`config.mk`:
```
export PLATFORM = sky130hd
export DESIGN_NAME = cnn_layer_seq
export DESIGN_NICKNAME = d
export VERILOG_FILES = /design/src/rtl/cnn_pkg.sv /design/src/rtl/cnn_watchdog.sv /design/src/rtl/cnn_layer_seq.sv
export SDC_FILE = /design/constraint.sdc
export NUM_CORES = 1
export LEC_CHECK = 0
export BUFFER_PORTS_ARGS = -buffer_cell sky130_fd_sc_hd__buf_2
export CAP_MARGIN = 20
export CELL_PAD_IN_SITES_DETAIL_PLACEMENT = 1
export CELL_PAD_IN_SITES_GLOBAL_PLACEMENT = 1
export CORE_MARGIN = 4
export CORE_UTILIZATION = 40
export DETAILED_ROUTE_END_ITERATION = 10
export PLACE_DENSITY = 0.75
export SLEW_MARGIN = 30
export SYNTH_ARGS = -nofsm -noshare
export SYNTH_HDL_FRONTEND = slang
export SYNTH_HIERARCHICAL = 1
export SYNTH_SLANG_ARGS = --single-unit
```
`constraint.sdc`:
```
create_clock -name clk -period 2.05 [get_ports clk]
set_input_delay 0.41 -clock clk [delete_from_list [all_inputs] [get_ports clk]]
set_output_delay 0.41 -clock clk [all_outputs]
set_load 0.01 [all_outputs]
```
`src/rtl/cnn_pkg.sv`:
```
// Shared types and default layer tables for the CNN layer sequencer.
package cnn_pkg;

    typedef enum logic [1:0] {
        LOAD = 2'd0,
        CONV = 2'd1,
        POOL = 2'd2,
        FC   = 2'd3
    } layer_type_e;

    typedef logic [2:0] seq_state_e;
    localparam seq_state_e IDLE  = 3'd0;
    localparam seq_state_e CLEAR = 3'd1;
    localparam seq_state_e RUN   = 3'd2;
    localparam seq_state_e FLUSH = 3'd3;
    localparam seq_state_e ERR   = 3'd4;

    localparam logic [1:0] MAC_CONV1 = 2'd0;
    localparam logic [1:0] MAC_CONV2 = 2'd1;
    localparam logic [1:0] MAC_FC    = 2'd2;

    localparam int CTRL_ABORT = 0;

    // Layer 0 sits in the least significant field.
    localparam logic [11:0] DEF_LAYER_TYPE = {FC, POOL, CONV, POOL, CONV, LOAD};
    localparam logic [11:0] DEF_MAC_SEL    = {MAC_FC, MAC_CONV1, MAC_CONV2,
                                              MAC_CONV1, MAC_CONV1, MAC_CONV1};

endpackage

```
`src/rtl/cnn_watchdog.sv`:
```
// RUN-cycle watchdog: cleared by clr_i, counts on inc_i, saturates at TIMEOUT_CYC.
// expired_o is combinational from the count and flags the last allowed RUN cycle.
module cnn_watchdog #(
    parameter int TIMEOUT_CYC = 2**20
) (
    input  logic clk_i,
    input  logic rst_ni,
    input  logic clr_i,
    input  logic inc_i,
    output logic expired_o
);

    localparam int WD_W = $clog2(TIMEOUT_CYC + 1);
    localparam logic [WD_W-1:0] WD_MAX  = WD_W'(TIMEOUT_CYC);
    localparam logic [WD_W-1:0] WD_LAST = WD_W'(TIMEOUT_CYC - 1);

    logic [WD_W-1:0] cnt_q, cnt_d;

    always_comb begin
        cnt_d = cnt_q;
        if (clr_i) begin
            cnt_d = '0;
        end else if (inc_i && (cnt_q != WD_MAX)) begin
            cnt_d = cnt_q + 1'b1;
        end
    end

    always_ff @(posedge clk_i or negedge rst_ni) begin
        if (!rst_ni) begin
            cnt_q <= '0;
        end else begin
            cnt_q <= cnt_d;
        end
    end

    assign expired_o = (cnt_q == WD_LAST);

endmodule

```
`src/rtl/cnn_layer_seq.sv`:
```
// Sequences CNN layers from a host command: CLEAR -> RUN -> FLUSH per layer, optional chaining.
// Outputs are registered from next-state decode, so they line up with the state register.
module cnn_layer_seq
    import cnn_pkg::*;
#(
    parameter int                        NUM_LAYERS  = 6,
    parameter int                        CTRL_W      = 8,
    parameter logic [2*NUM_LAYERS-1:0]   LAYER_TYPE  = DEF_LAYER_TYPE,
    parameter logic [2*NUM_LAYERS-1:0]   MAC_SEL     = DEF_MAC_SEL,
    parameter int                        FLUSH_CYC   = 3,
    parameter int                        TIMEOUT_CYC = 2**20
) (
    input  logic                  clk,
    input  logic                  reset,
    input  logic [CTRL_W-1:0]     ctrl,
    input  logic                  auto_run,
    input  logic [NUM_LAYERS-1:0] layer_done,
    output logic [CTRL_W-1:0]     return_ctrl,
    output logic                  busy,
    output logic [NUM_LAYERS-1:0] layer_en,
    output logic [NUM_LAYERS-1:0] layer_rst,
    output logic                  mac_enable,
    output logic                  rMAC,
    output logic                  pooling_layer,
    output logic [1:0]            mac_layer,
    output logic                  timeout
);

    localparam int         CUR_W      = (NUM_LAYERS > 1) ? $clog2(NUM_LAYERS) : 1;
    localparam logic [3:0] FLUSH_LAST = 4'(FLUSH_CYC - 1);

    seq_state_e        state_q, state_d;
    logic [CUR_W-1:0]  cur_q, cur_d;
    logic              auto_q, auto_d;
    logic [3:0]        flush_q, flush_d;
    logic [CTRL_W-1:0] ret_d;
    logic              tmo_d;
    logic              wd_expired;
    logic              cmd_abort, cmd_valid;

    logic                  active_d;
    layer_type_e           typ_d;
    logic [1:0]            sel_d;
    logic [NUM_LAYERS-1:0] onehot_d;
    logic                  busy_d, mac_on_d, pool_on_d;
    logic [NUM_LAYERS-1:0] en_d, rst_d;
    logic [1:0]            mac_layer_d;

    assign cmd_abort = (ctrl == CTRL_W'(CTRL_ABORT));
    assign cmd_valid = !cmd_abort && (ctrl <= CTRL_W'(NUM_LAYERS)) && (ctrl != return_ctrl);

    cnn_watchdog #(
        .TIMEOUT_CYC (TIMEOUT_CYC)
    ) u_watchdog (
        .clk_i     (clk),
        .rst_ni    (reset),
        .clr_i     (state_q == CLEAR),
        .inc_i     (state_q == RUN),
        .expired_o (wd_expired)
    );

    always_comb begin
        state_d = state_q;
        cur_d   = cur_q;
        auto_d  = auto_q;
        flush_d = flush_q;
        ret_d   = return_ctrl;
        tmo_d   = timeout;
        if (cmd_abort) begin
            state_d = IDLE;
            ret_d   = '0;
            tmo_d   = 1'b0;
        end else begin
            case (state_q)
                IDLE: begin
                    if (cmd_valid) begin
                        cur_d   = CUR_W'(ctrl - 1'b1);
                        auto_d  = auto_run;
                        state_d = CLEAR;
                    end
                end
                CLEAR: state_d = RUN;
                RUN: begin
                    // A done on the expiry cycle still completes the layer.
                    if (layer_done[cur_q]) begin
                        flush_d = '0;
                        state_d = FLUSH;
                    end else if (wd_expired) begin
                        tmo_d   = 1'b1;
                        state_d = ERR;
                    end
                end
                FLUSH: begin
                    if (flush_q == FLUSH_LAST) begin
                        ret_d = CTRL_W'(int'(cur_q) + 1);
                        if (auto_q && (int'(cur_q) + 1 < NUM_LAYERS)) begin
                            cur_d   = cur_q + 1'b1;
                            state_d = CLEAR;
                        end else begin
                            state_d = IDLE;
                        end
                    end else begin
                        flush_d = flush_q + 1'b1;
                    end
                end
                ERR:     state_d = ERR;
                default: state_d = IDLE;
            endcase
        end
    end

    always_comb begin
        active_d    = (state_d == RUN) || (state_d == FLUSH);
        typ_d       = layer_type_e'(LAYER_TYPE[2*int'(cur_d) +: 2]);
        sel_d       = MAC_SEL[2*int'(cur_d) +: 2];
        onehot_d    = NUM_LAYERS'(1) << cur_d;
        busy_d      = active_d || (state_d == CLEAR);
        en_d        = (state_d == RUN) ? onehot_d : '0;
        rst_d       = active_d ? ~onehot_d : '1;
        mac_on_d    = active_d && ((typ_d == CONV) || (typ_d == FC));
        pool_on_d   = active_d && (typ_d == POOL);
        mac_layer_d = active_d ? sel_d : 2'd0;
    end

    always_ff @(posedge clk or negedge reset) begin
        if (!reset) begin
            state_q       <= IDLE;
            cur_q         <= '0;
            auto_q        <= 1'b0;
            flush_q       <= '0;
            return_ctrl   <= '0;
            timeout       <= 1'b0;
            busy          <= 1'b0;
            layer_en      <= '0;
            layer_rst     <= '1;
            mac_enable    <= 1'b0;
            rMAC          <= 1'b1;
            pooling_layer <= 1'b0;
            mac_layer     <= 2'd0;
        end else begin
            state_q       <= state_d;
            cur_q         <= cur_d;
            auto_q        <= auto_d;
            flush_q       <= flush_d;
            return_ctrl   <= ret_d;
            timeout       <= tmo_d;
            busy          <= busy_d;
            layer_en      <= en_d;
            layer_rst     <= rst_d;
            mac_enable    <= mac_on_d;
            rMAC          <= !mac_on_d;
            pooling_layer <= pool_on_d;
            mac_layer     <= mac_layer_d;
        end
    end

endmodule

```
==> results of run 1 <==
-- kinds of logic (layout without fill, tap and decap cells) --
family          count (synthesis)  in the layout  share of synthesized area
simple gates                  154            154                      0.297
compound gates                 57             58                      0.132
flops                          55             55                      0.427
buf+inv                        26            145                     0.0413
mux                            14             14                     0.0482
fa+ha+maj                       8              8                     0.0309
xor+xnor                        8              8                     0.0216
other cells                     1              4                    0.00116
-- cells in the mapped netlist (2+ instances only) --
master    instances
o31ai_1           7
or2_4             2
o21ai_0          13
inv_1             9
or4_1             4
a41o_1            2
nor3b_1           2
a21oi_1          15
nand2b_4          2
nor2b_1           9
nand2b_1          9
nand2_1          16
nor2_1           33
nand4_1           9
buf_2             4
or2_1             3
nor4b_1           2
a21o_1            2
ha_1              8
clkbuf_1          5
dfrtp_1          48
buf_4             6
xnor2_1           3
nor4_1            9
nand4b_4          2
nor3_4            2
nand3b_1          3
nor3_1            8
and3_1            2
nand3_1          14
and4_1            2
xor2_1            5
or3_1             6
or3_4             2
mux2_2           12
or2_2             4
dfstp_2           7
-- cell type report --
type,count,area share
Tap cell,102,0.0274
Timing Repair Buffer,128,0.207
Clock buffer,5,0.0148
Clock inverter,3,0.00564
Inverter,9,0.0132
Sequential cell,55,0.298
Multi-Input combinational cell,246,0.434
-- critical path, cell delays in order, from the launching register on --
cell and delay (ns):
dfrtp_2 0.48, buf_6 0.14, nor2b_1 0.12, a222oi_1 0.41
buf_4 0.21, nor3b_4 0.05, o31a_1 0.32, or2_4 0.29
nor4_4 0.16
-- power breakdown --
group          switching, mW  internal (mW)
Clock                  0.403          0.253
Combinational           1.91           1.74
Sequential             0.201           1.36
-- worst paths after layout --
path | start | end | slack (ns) | cells after the start
max | cur_q[0] | layer_en[0] | -0.22 | 8
min | reset | u_watchdog/cnt_q[9] | 0.0001 | 1
max reg2reg | cur_q[0] | layer_en[0] | -0.22 | 8
min reg2reg | timeout | timeout | 0.59 | 2
max in group asynchronous | reset | layer_rst[2] | 1.43 | 2
min in group clk | auto_run | auto_q | 0.32 | 2
-- per-layer routing --
| metal | share of wire | global-route usage | vias to the layer above |
|---|---|---|---|
| li1 | - | - | 1420 |
| met1 | 0.41 | 0.260 | 1588 |
| met2 | 0.53 | 0.374 | 52 |
| met3 | 0.029 | 0.0350 | 29 |
| met4 | 0.032 | 0.0809 | 0 |
| met5 | 0 | 0 | - |
-- sequential cells by signal, summed over array words and instances, names as in the netlist --
| signal | flops |
|---|---|
| auto_q | 1 |
| busy | 1 |
| cur_q | 3 |
| flush_q | 4 |
| layer_en | 6 |
| layer_rst | 6 |
| mac_enable | 1 |
| mac_layer | 2 |
| pooling_layer | 1 |
| rMAC | 1 |
| return_ctrl | 4 |
| state_q | 3 |
| timeout | 1 |
| u_watchdog/cnt_q | 21 |
-- what timing repair did --
item	in CTS	in global routing
resized for setup	32	35
pin swaps	14	10
setup endpoints to repair	24	28
setup buffers	11	10
cloned	1	0
hold endpoints to repair	0	0
==> results by group, run 1 <==
Worst setup path
  – Setup CP Type: reg2reg
  – Worst setup EP type: flip-flop
  – Critical Path AT: roughly 2.5 ns
  – Data required time of the critical path: 2.28 ns
  – Startpoint type of the worst setup path: flip-flop
  – CP Max Fanout: 4

Clock network
  – CTS tree: done
  – Cts bufs inserted: 5
  – Skew-Pair Late Insertion Delay: 0.32 ns
  – Clock Pin Slew Worst Setup and Hold Paths: 0.11 ns
  – H-tree lvl count: 2
  – TritonCTS Sinks: 55
  – Clk buf depth: 2
  – CTS Root Cell: clkbuf_8
  – Hold buffers post-CTS: 0

Outcome
  – Failing checks: negative setup slack
  – Status: finished with violations

STA
  – Final Max Slew Viols: 0
  – Final hold violation count: 0
  – Fin crit share: 1.11
  – Clk_skew: approximately 0.010 ns
  – Sum of negative setup slack: -3.00 ns
  – Final min period: ~2.3 ns
  – Finish-stage setup viols: 25
  – Hold_ws: 0.000143 ns
  – RSZ-0062 raised after global routing: true
  – Fin worst setup slack: -0.216 ns
  – Fmax: 0.441 GHz

Yosys
  – Avg Cell Area, Syn: 10.0 µm²
  – Synthesized cell area: around 0.0032 mm²
  – Syn. warnings: 6
  – Synthesized flop and latch total: 55
  – Number of synthesized flops with an enable pin: 0
  – Gate Count Post-Synth: 323
  – Most used DFF post-synth: dfrtp_1
  – Asr flop ratio synth: 1.00
  – Post-synth top area share: 0.371
  – Sequential share of the synthesized area: 0.427
  – Post-synth top area cell: dfrtp_1
  – Synth area leaders: dfrtp_1, dfstp_2, mux2_2
  – Distinct cells, synth: 69

Global route
  – Initial antenna violation count: 0
  – First-pass GRT wire length: 16,600 µm
  – GRT Total Usage: 0.213
  – Largest net degree at the start of global routing: 42
  – Vias in the first global route: roughly 3,300
  – Global route overflow: 0

Power
  – VDD IR max: 0.948 mV
  – Design Power: 5.86 mW
  – Power Density: 1260 mW/mm²
  – Leakage: between 2 and 2.5 nW

Placement
  – Port-buffer cells: 39
  – Area after DPL: 0.00411 mm²
  – Dpl cells: 519
  – Post-DP HPWL: 6800 µm
  – Placer Congestion: ~0.89
  – Place WS: -0.497 ns

Layout
  – Storage element area: 0.00139 mm²
  – Post-route cell area: approximately 0.0047 mm²
  – Fin nets: 470
  – Most frequent cells in the layout: buf_4, dfrtp_1, buf_2
  – Layout cells sized above 1: 0.493
  – Post-layout util: 0.597
  – Multi-input logic area: 0.00202 mm²
  – Commonest non-fill, non-tap cell in the layout: buf_4
  – Layout area overhead: 43.7%
  – Antenna Cells: 0
  – Non-filler instance count after layout: ~550
  – Fill cells: slightly below 900

Detailed routing
  – Vias/cell: 5.64
  – DRC Markers: 0
  – Final ANT Viol Nets: 0
  – Vias: ~3,100
  – DRT Pass-1 Iters: 4
  – WL per Instance: 20.5 µm
  – Final wirelength: roughly 11,000 µm
  – Iteration-0 DRC Markers: around 110

Floorplanning
  – Initial core utilization: 0.415
  – Top-Level Pins: 44
  – Full die area: 0.00961 mm²
  – Row cnt: 32
  – DIE HEIGHT: 98.0 µm
  – Die Wd: 98.0 µm
  – Core footprint: 0.00781 mm²

Job
  – Max-cap viol count: 0

Min path
  – Hold crit path type: in2async
Note: power is estimated with default switching activity, not from simulation.
==> inputs of run 2 (changes only) <==
CELL_PAD_IN_SITES_DETAIL_PLACEMENT = unset   (was 1)
CELL_PAD_IN_SITES_GLOBAL_PLACEMENT = unset   (was 1)
CORE_MARGIN = 2   (was 4)
CORE_UTILIZATION = 45   (was 40)
PLACE_DENSITY = 0.67   (was 0.75)
==> run 2 against run 1 <==
Compared with the run above: the flow still finishes with violations (negative setup slack); largest cell class unchanged; register-to-register slack better by 0.08 ns; critical path depth down 1; via count is 4.0% lower; die area fell by 18%; setup slack improved by 0.082 ns; clock-buffer cell count unchanged; sequential cell count is the same; largest power group unchanged; final area fell by 0.62%; sequential power barely moved; sequential share of layout area up 0.19 points; non-clock buffer count decreased by 6.
==> results by group, run 2 (synthesis results as in run 1) <==
Floorplanning
  – DIE HEIGHT: 88.9 µm (was 98.0 µm)
  – Top-Level Pins: 44 (unchanged)
  – Die Wd: 88.9 µm (was 98.0 µm)
  – Initial core utilization: 0.472 (was 0.415)
  – Full die area: 0.00790 mm² (was 0.00961 mm²)
  – Row cnt: 30 (was 32)
  – Core footprint: 0.00687 mm² (was 0.00781 mm²)

Global route
  – GRT Total Usage: 0.228 (was 0.213)
  – Vias in the first global route: 2,955 (was 3,260)
  – Global route overflow: 0 (unchanged)
  – Initial antenna violation count: 0 (unchanged)
  – Largest net degree at the start of global routing: 56 (was 42)
  – First-pass GRT wire length: 13,900 µm (was 16,600 µm)

Min path
  – Hold crit path type: in2async (unchanged)

Clock network
  – TritonCTS Sinks: 55 (unchanged)
  – Clock Pin Slew Worst Setup and Hold Paths: 0.11 ns (about the same)
  – Clk buf depth: 2 (unchanged)
  – CTS tree: done (unchanged)
  – H-tree lvl count: 2 (unchanged)
  – CTS Root Cell: clkbuf_8 (unchanged)
  – Cts bufs inserted: 5 (unchanged)
  – Skew-Pair Late Insertion Delay: 0.32 ns (about the same)

Placement
  – Dpl cells: 516 (was 519)
  – Port-buffer cells: 39 (unchanged)
  – Place WS: -0.563 ns (was -0.497 ns)
  – Placer Congestion: 0.955 (was 0.892)
  – Post-DP HPWL: 5960 µm (was 6800 µm)

Detailed routing
  – DRC Markers: 0 (unchanged)
  – Vias/cell: 5.53 (was 5.64)
  – Iteration-0 DRC Markers: 167 (was 113)
  – Final wirelength: 8730 µm (was 11,200 µm)
  – Final ANT Viol Nets: 0 (unchanged)
  – WL per Instance: 16.3 µm (was 20.5 µm)
  – DRT Pass-1 Iters: 4 (unchanged)
  – Vias: 2,965 (was 3,089)

Layout
  – Layout area overhead: 42.8% (was 43.7%)
  – Layout cells sized above 1: 0.484 (was 0.493)
  – Max FFs per register: 21 (unchanged)
  – Multi-input logic area: 0.00203 mm² (was 0.00202 mm²)
  – Most frequent cells in the layout: buf_4, dfrtp_1, buf_2 (unchanged)
  – Antenna Cells: 0 (unchanged)
  – Commonest non-fill, non-tap cell in the layout: buf_4 (unchanged)
  – Storage element area: 0.00139 mm² (unchanged)
  – Largest Register: u_watchdog/cnt_q (unchanged)
  – Fin nets: 464 (was 470)
  – Non-filler instance count after layout: 536 (was 548)
  – Fill cells: 536 (was 865)
  – Largest regs: u_watchdog/cnt_q x21, layer_en x6, layer_rst x6 (unchanged)

Outcome
  – Status: finished with violations (unchanged)
  – Failing checks: negative setup slack (unchanged)

STA
  – Clk_skew: 0.0130 ns (was 0.0102 ns)
  – Final hold violation count: 0 (unchanged)
  – Fin worst setup slack: -0.133 ns (was -0.216 ns)
  – RSZ-0062 raised after global routing: true (unchanged)
  – Final min period: 2.18 ns (was 2.27 ns)
  – Fin crit share: 1.07 (was 1.11)
  – Sum of negative setup slack: -1.36 ns (was -3.00 ns)
  – Fmax: 0.458 GHz (was 0.441 GHz)
  – Final Max Slew Viols: 0 (unchanged)
  – Finish-stage setup viols: 22 (was 25)

Power
  – Clock power share: 0.132 (was 0.112)
  – Internal power: 3.35 mW (about the same)
  – VDD IR max: 0.902 mV (was 0.948 mV)
  – Seq pwr share: 0.276 (was 0.267)
  – Design Power: 5.65 mW (was 5.86 mW)
  – Power Density: 1220 mW/mm² (was 1260 mW/mm²)
  – Leakage: 2.05 nW (was 2.07 nW)
  – Sw Share: 0.407 (was 0.428)
  – Combinational share of power: 0.591 (was 0.621)
  – P_sw: 2.30 mW (was 2.51 mW)

Worst setup path
  – Critical Path AT: 2.42 ns (was 2.50 ns)
  – Startpoint type of the worst setup path: flip-flop (unchanged)
  – Worst setup EP type: flip-flop (unchanged)
  – Setup CP Type: reg2reg (unchanged)
  – CP Max Fanout: 3 (was 4)
  – Data required time of the critical path: 2.29 ns (was 2.28 ns)

Job
  – Max-cap viol count: 0 (unchanged)
run 2: cell count changes in the layout (fill, tap and decap cells not counted), moves of 2 or more:
cell     before  now
nor3_1        5    2
buf_6         8   10
buf_4        77   70
o21ai_0       8   10
o31ai_2       3    1
o21ai_1       2    0
nor3_2        3    5
run 2: repair_timing:
action / CTS / global route
buffers inserted: 4 / 7
cloned: 1 / 0
hold buffers: 0 / 0
setup endpoints to repair: 23 / 25
resized for setup: 28 / 36
pin swaps: 8 / 30
run 2: worst max-delay path: stages (launching register included):
cell,delay [ns]
dfrtp_2,0.46
mux2_4,0.32
a222oi_1,0.35
buf_4,0.20
nor3b_2,0.06
o31a_1,0.29
or2_4,0.27
nor4_4,0.15
run 2: power by group through the flow:
stage | Combinational [mW] | Clock (mW) | Sequential, mW
after detailed placement | 2.57 | 0 | 1.55
after global routing | 3.58 | 0.827 | 1.58
final | 3.34 | 0.749 | 1.56
after floorplan | 1.42 | 0 | 1.62
after CTS | 2.80 | 0.771 | 1.55
after global placement | 2.50 | 0 | 1.55
run 2: layer usage:
metal  routed length (µm)  vias up  GRT usage
met5                    0        -          0
met3                  388       17     0.0420
met2                 4570       74      0.393
met1                 3590     1464      0.284
li1                     -     1410          -
met4                  180        0     0.0826
run 2: path summary, 6_finish.rpt:
check	startpoint	to	slack, ns	cells past startpoint
worst max-delay path	cur_q[2]	layer_en[0]	-0.13	7
worst min-delay path	reset	cur_q[2]	0.06	2
worst max register to register	cur_q[2]	layer_en[0]	-0.13	7
worst min register to register	timeout	timeout	0.52	2
max in group asynchronous	reset	layer_rst[5]	1.68	2
min in group clk	auto_run	auto_q	0.31	2
run 2: cell type report:
class | instances | area share
multi-input combinational | 246 | 0.438
inverter | 9 | 0.0132
sequential | 55 | 0.300
tap | 96 | 0.0259
clock buffer | 5 | 0.0149
clock inverter | 3 | 0.0100
timing repair buffer | 122 | 0.198
run 2: per-stage QoR:
step                      instance area [µm²]  hold WS (ns)   util
after global routing                     4630        0.0628  0.674
after CTS                                4390        0.0726  0.639
final                                    4630        0.0633  0.674
after detailed placement                 4130         0.425  0.601
after global placement                   4130         0.426  0.601
after floorplan                          3330         0.114      -
==> inputs of run 3 (changes only) <==
ABC_AREA = 1   (was unset)
CAP_MARGIN = unset   (was 20)
GPL_TIMING_DRIVEN = 0   (was unset)
==> run 3 against run 2 <==
Compared with the run above: the flow now finishes without violations; clock power down 13%; die area up 3.5%; power down 21%.
==> results by group, run 3 <==
Layout
  – Max FFs per register: 21 (unchanged)
  – Layout area overhead: 18.1% (was 42.8%)
  – Layout cells sized above 1: 0.265 (was 0.484)
  – Fin nets: 541 (was 464)
  – Most frequent cells in the layout: nand2_1, nor2_1, dfrtp_1 (was buf_4, dfrtp_1, buf_2)
  – Antenna Cells: 0 (unchanged)
  – Commonest non-fill, non-tap cell in the layout: nand2_1 (was buf_4)
  – Post-layout util: 0.547 (was 0.674)
  – Largest Register: u_watchdog/cnt_q (unchanged)
  – Largest regs: u_watchdog/cnt_q x21, layer_en x6, layer_rst x6 (unchanged)
  – Post-route cell area: 0.00397 mm² (was 0.00463 mm²)

Yosys
  – Syn. warnings: 6 (unchanged)
  – Post-synth top area cell: dfrtp_1 (unchanged)
  – Sequential share of the synthesized area: 0.412 (was 0.427)
  – Most numerous cell in the Yosys netlist: nand2_1 (was dfrtp_1)
  – Asr flop ratio synth: 1.00 (unchanged)
  – Number of synthesized flops with an enable pin: 0 (unchanged)
  – Synth area leaders: dfrtp_1, nand2_1, nor2_1 (was dfrtp_1, dfstp_2, mux2_2)
  – Avg Cell Area, Syn: 7.40 µm² (was 10.0 µm²)
  – Distinct cells, synth: 37 (was 69)
  – Post-synth top area share: 0.357 (was 0.371)
  – Most used DFF post-synth: dfrtp_1 (unchanged)
  – Top cells by count, synth: nand2_1, nor2_1, dfrtp_1 (was dfrtp_1, nor2_1, nand2_1)
  – Gate Count Post-Synth: 454 (was 323)
  – Synthesized cell area: 0.00336 mm² (was 0.00324 mm²)
  – Synthesized flop and latch total: 55 (unchanged)

Detailed routing
  – Vias: 2,970 (was 2,965)
  – Vias/cell: 4.82 (was 5.53)
  – WL per Instance: 12.6 µm (was 16.3 µm)
  – DRT Pass-1 Iters: 5 (was 4)
  – Iteration-0 DRC Markers: 171 (was 167)
  – Final wirelength: 7790 µm (was 8730 µm)
  – DRC Markers: 0 (unchanged)
  – Final ANT Viol Nets: 0 (unchanged)

Power
  – Power Density: 1120 mW/mm² (was 1220 mW/mm²)
  – VDD IR max: 0.735 mV (was 0.902 mV)
  – Leakage: 1.97 nW (was 2.05 nW)

Floorplanning
  – Row cnt: 31 (was 30)
  – Die Wd: 90.4 µm (was 88.9 µm)
  – Top-Level Pins: 44 (unchanged)
  – Core footprint: 0.00725 mm² (was 0.00687 mm²)
  – Initial core utilization: 0.463 (was 0.472)
  – Full die area: 0.00818 mm² (was 0.00790 mm²)
  – DIE HEIGHT: 90.4 µm (was 88.9 µm)

STA
  – Clk_skew: 0.00874 ns (was 0.0130 ns)
  – Finish-stage setup viols: 0 (was 22)
  – Final hold violation count: 0 (unchanged)
  – Fin crit share: 0.977 (was 1.07)
  – Worst Tran Pin Value: 0.697 ns
  – RSZ-0062 raised after global routing: true (unchanged)
  – Fmax: 0.500 GHz (was 0.458 GHz)
  – Final Max Slew Viols: 0 (unchanged)
  – Final min period: 2.00 ns (was 2.18 ns)
  – Worst slew margin: 0.536

Global route
  – Global route overflow: 0 (unchanged)
  – Initial antenna violation count: 0 (unchanged)
  – Vias in the first global route: 2,881 (was 2,955)
  – First-pass GRT wire length: 13,500 µm (was 13,900 µm)
  – Largest net degree at the start of global routing: 56 (unchanged)
  – GRT Total Usage: 0.200 (was 0.228)

Placement
  – Area after DPL: 0.00369 mm² (was 0.00413 mm²)
  – Post-DP HPWL: 5700 µm (was 5960 µm)
  – Port-buffer cells: 39 (unchanged)
  – Placer Congestion: 0.910 (was 0.955)

Worst setup path
  – Crit. Startpoint: u_watchdog/cnt_q[1] (was cur_q[2])
  – R2R Path Start: u_watchdog/cnt_q[1] (was cur_q[2])
  – Startpoint type of the worst setup path: flip-flop (unchanged)
  – CP Max Fanout: 6 (was 3)
  – Reg-to-reg slack, setup: 0.05 ns (was -0.13 ns)
  – Worst setup EP type: flip-flop (unchanged)
  – Data required time of the critical path: 2.28 ns (was 2.29 ns)
  – Setup CP Type: reg2reg (unchanged)
  – Critical Path AT: 2.23 ns (was 2.42 ns)

Clock network
  – Hold buffers post-CTS: 0 (unchanged)
  – Cts bufs inserted: 5 (unchanged)
  – Clock Pin Slew Worst Setup and Hold Paths: 0.11 ns (about the same)
  – H-tree lvl count: 2 (unchanged)
  – CTS Root Cell: clkbuf_8 (unchanged)
  – Clk buf depth: 2 (unchanged)
  – TritonCTS Sinks: 55 (unchanged)
  – CTS tree: done (unchanged)
  – Skew-Pair Late Insertion Delay: 0.32 ns (about the same)

Outcome
  – Status: completed (was finished with violations)

Min path
  – Hold crit path type: in2async (unchanged)

Job
  – Max-cap viol count: 0 (unchanged)
run 3: path summary, 6_finish.rpt:
path	end	cells after the start
max	mac_layer[0]	12
min	u_watchdog/cnt_q[15]	1
max reg2reg	mac_layer[0]	12
min reg2reg	auto_q	1
max in group asynchronous	cur_q[0]	1
min in group clk	auto_q	2
run 3: power breakdown:
group / leakage (nW) / total, mW / switching (mW) / internal (mW)
Combinational: 1.22 / 2.25 / 1.47 / 0.774
Sequential: 0.710 / 1.54 / 0.177 / 1.37
Clock: 0.0463 / 0.654 / 0.402 / 0.252
run 3: what timing repair did:
action | in CTS | in global routing
gates resized for setup | 4 | 21
setup buffers | 0 | 13
pin swaps | 0 | 10
setup endpoints to repair | 40 | 41
endpoints found under the hold margin | 0 | 0
run 3: logic make-up (layout without fill, tap and decap cells):
kind of cell	Yosys count	in the layout	synth area share
compound gates	29	29	0.0551
buf+inv	57	117	0.0730
simple gates	291	291	0.394
other cells	1	4	0.00112
xor+xnor	12	12	0.0313
mux	1	1	0.00335
flops	55	55	0.412
fa+ha+maj	8	8	0.0298
run 3: area by class of cell:
class / instances / area, µm²
buffer: 7 / 56.3
clock inverter: 3 / 27.5
multi-input combinational: 345 / 1820
clock buffer: 5 / 68.8
fill: 710 / 3280
tap: 99 / 124
sequential: 55 / 1390
inverter: 50 / 190
timing repair buffer: 52 / 295
run 3: per-stage QoR:
stage / instances / power, mW / hold slack [ns] / worst slack, ns / TNS (ns)
finish: 616 / 4.44 / 0.125 / 0.0480 / 0
CTS: 603 / 4.29 / 0.161 / 0.0203 / 0
floorplan: 457 / 3.05 / 0.114 / 0.206 / 0
global placement: 595 / 3.58 / 0.492 / -0.204 / -2.91
detailed placement: 595 / 3.62 / 0.501 / -0.237 / -4.07
global route: 616 / 4.82 / 0.202 / -0.0946 / -0.468
run 3: worst max-delay path, stage by stage (launching register included):
cell and delay, ns:
dfrtp_1 0.41, ha_4 0.18, nand2_4 0.07, nor2_4 0.18, nand3b_1 0.16, nor4_4 0.32, nand3_2 0.11, nand2_2 0.10
a21oi_4 0.10, nand2_2 0.11, inv_2 0.06, nand2_2 0.08, inv_2 0.03
run 3: layer usage:
layer,track usage,routed length (µm),up-vias
met5,0,0,-
met4,0.0590,126,0
met3,0.0342,286,12
met2,0.342,3820,56
met1,0.261,3550,1357
li1,-,-,1545
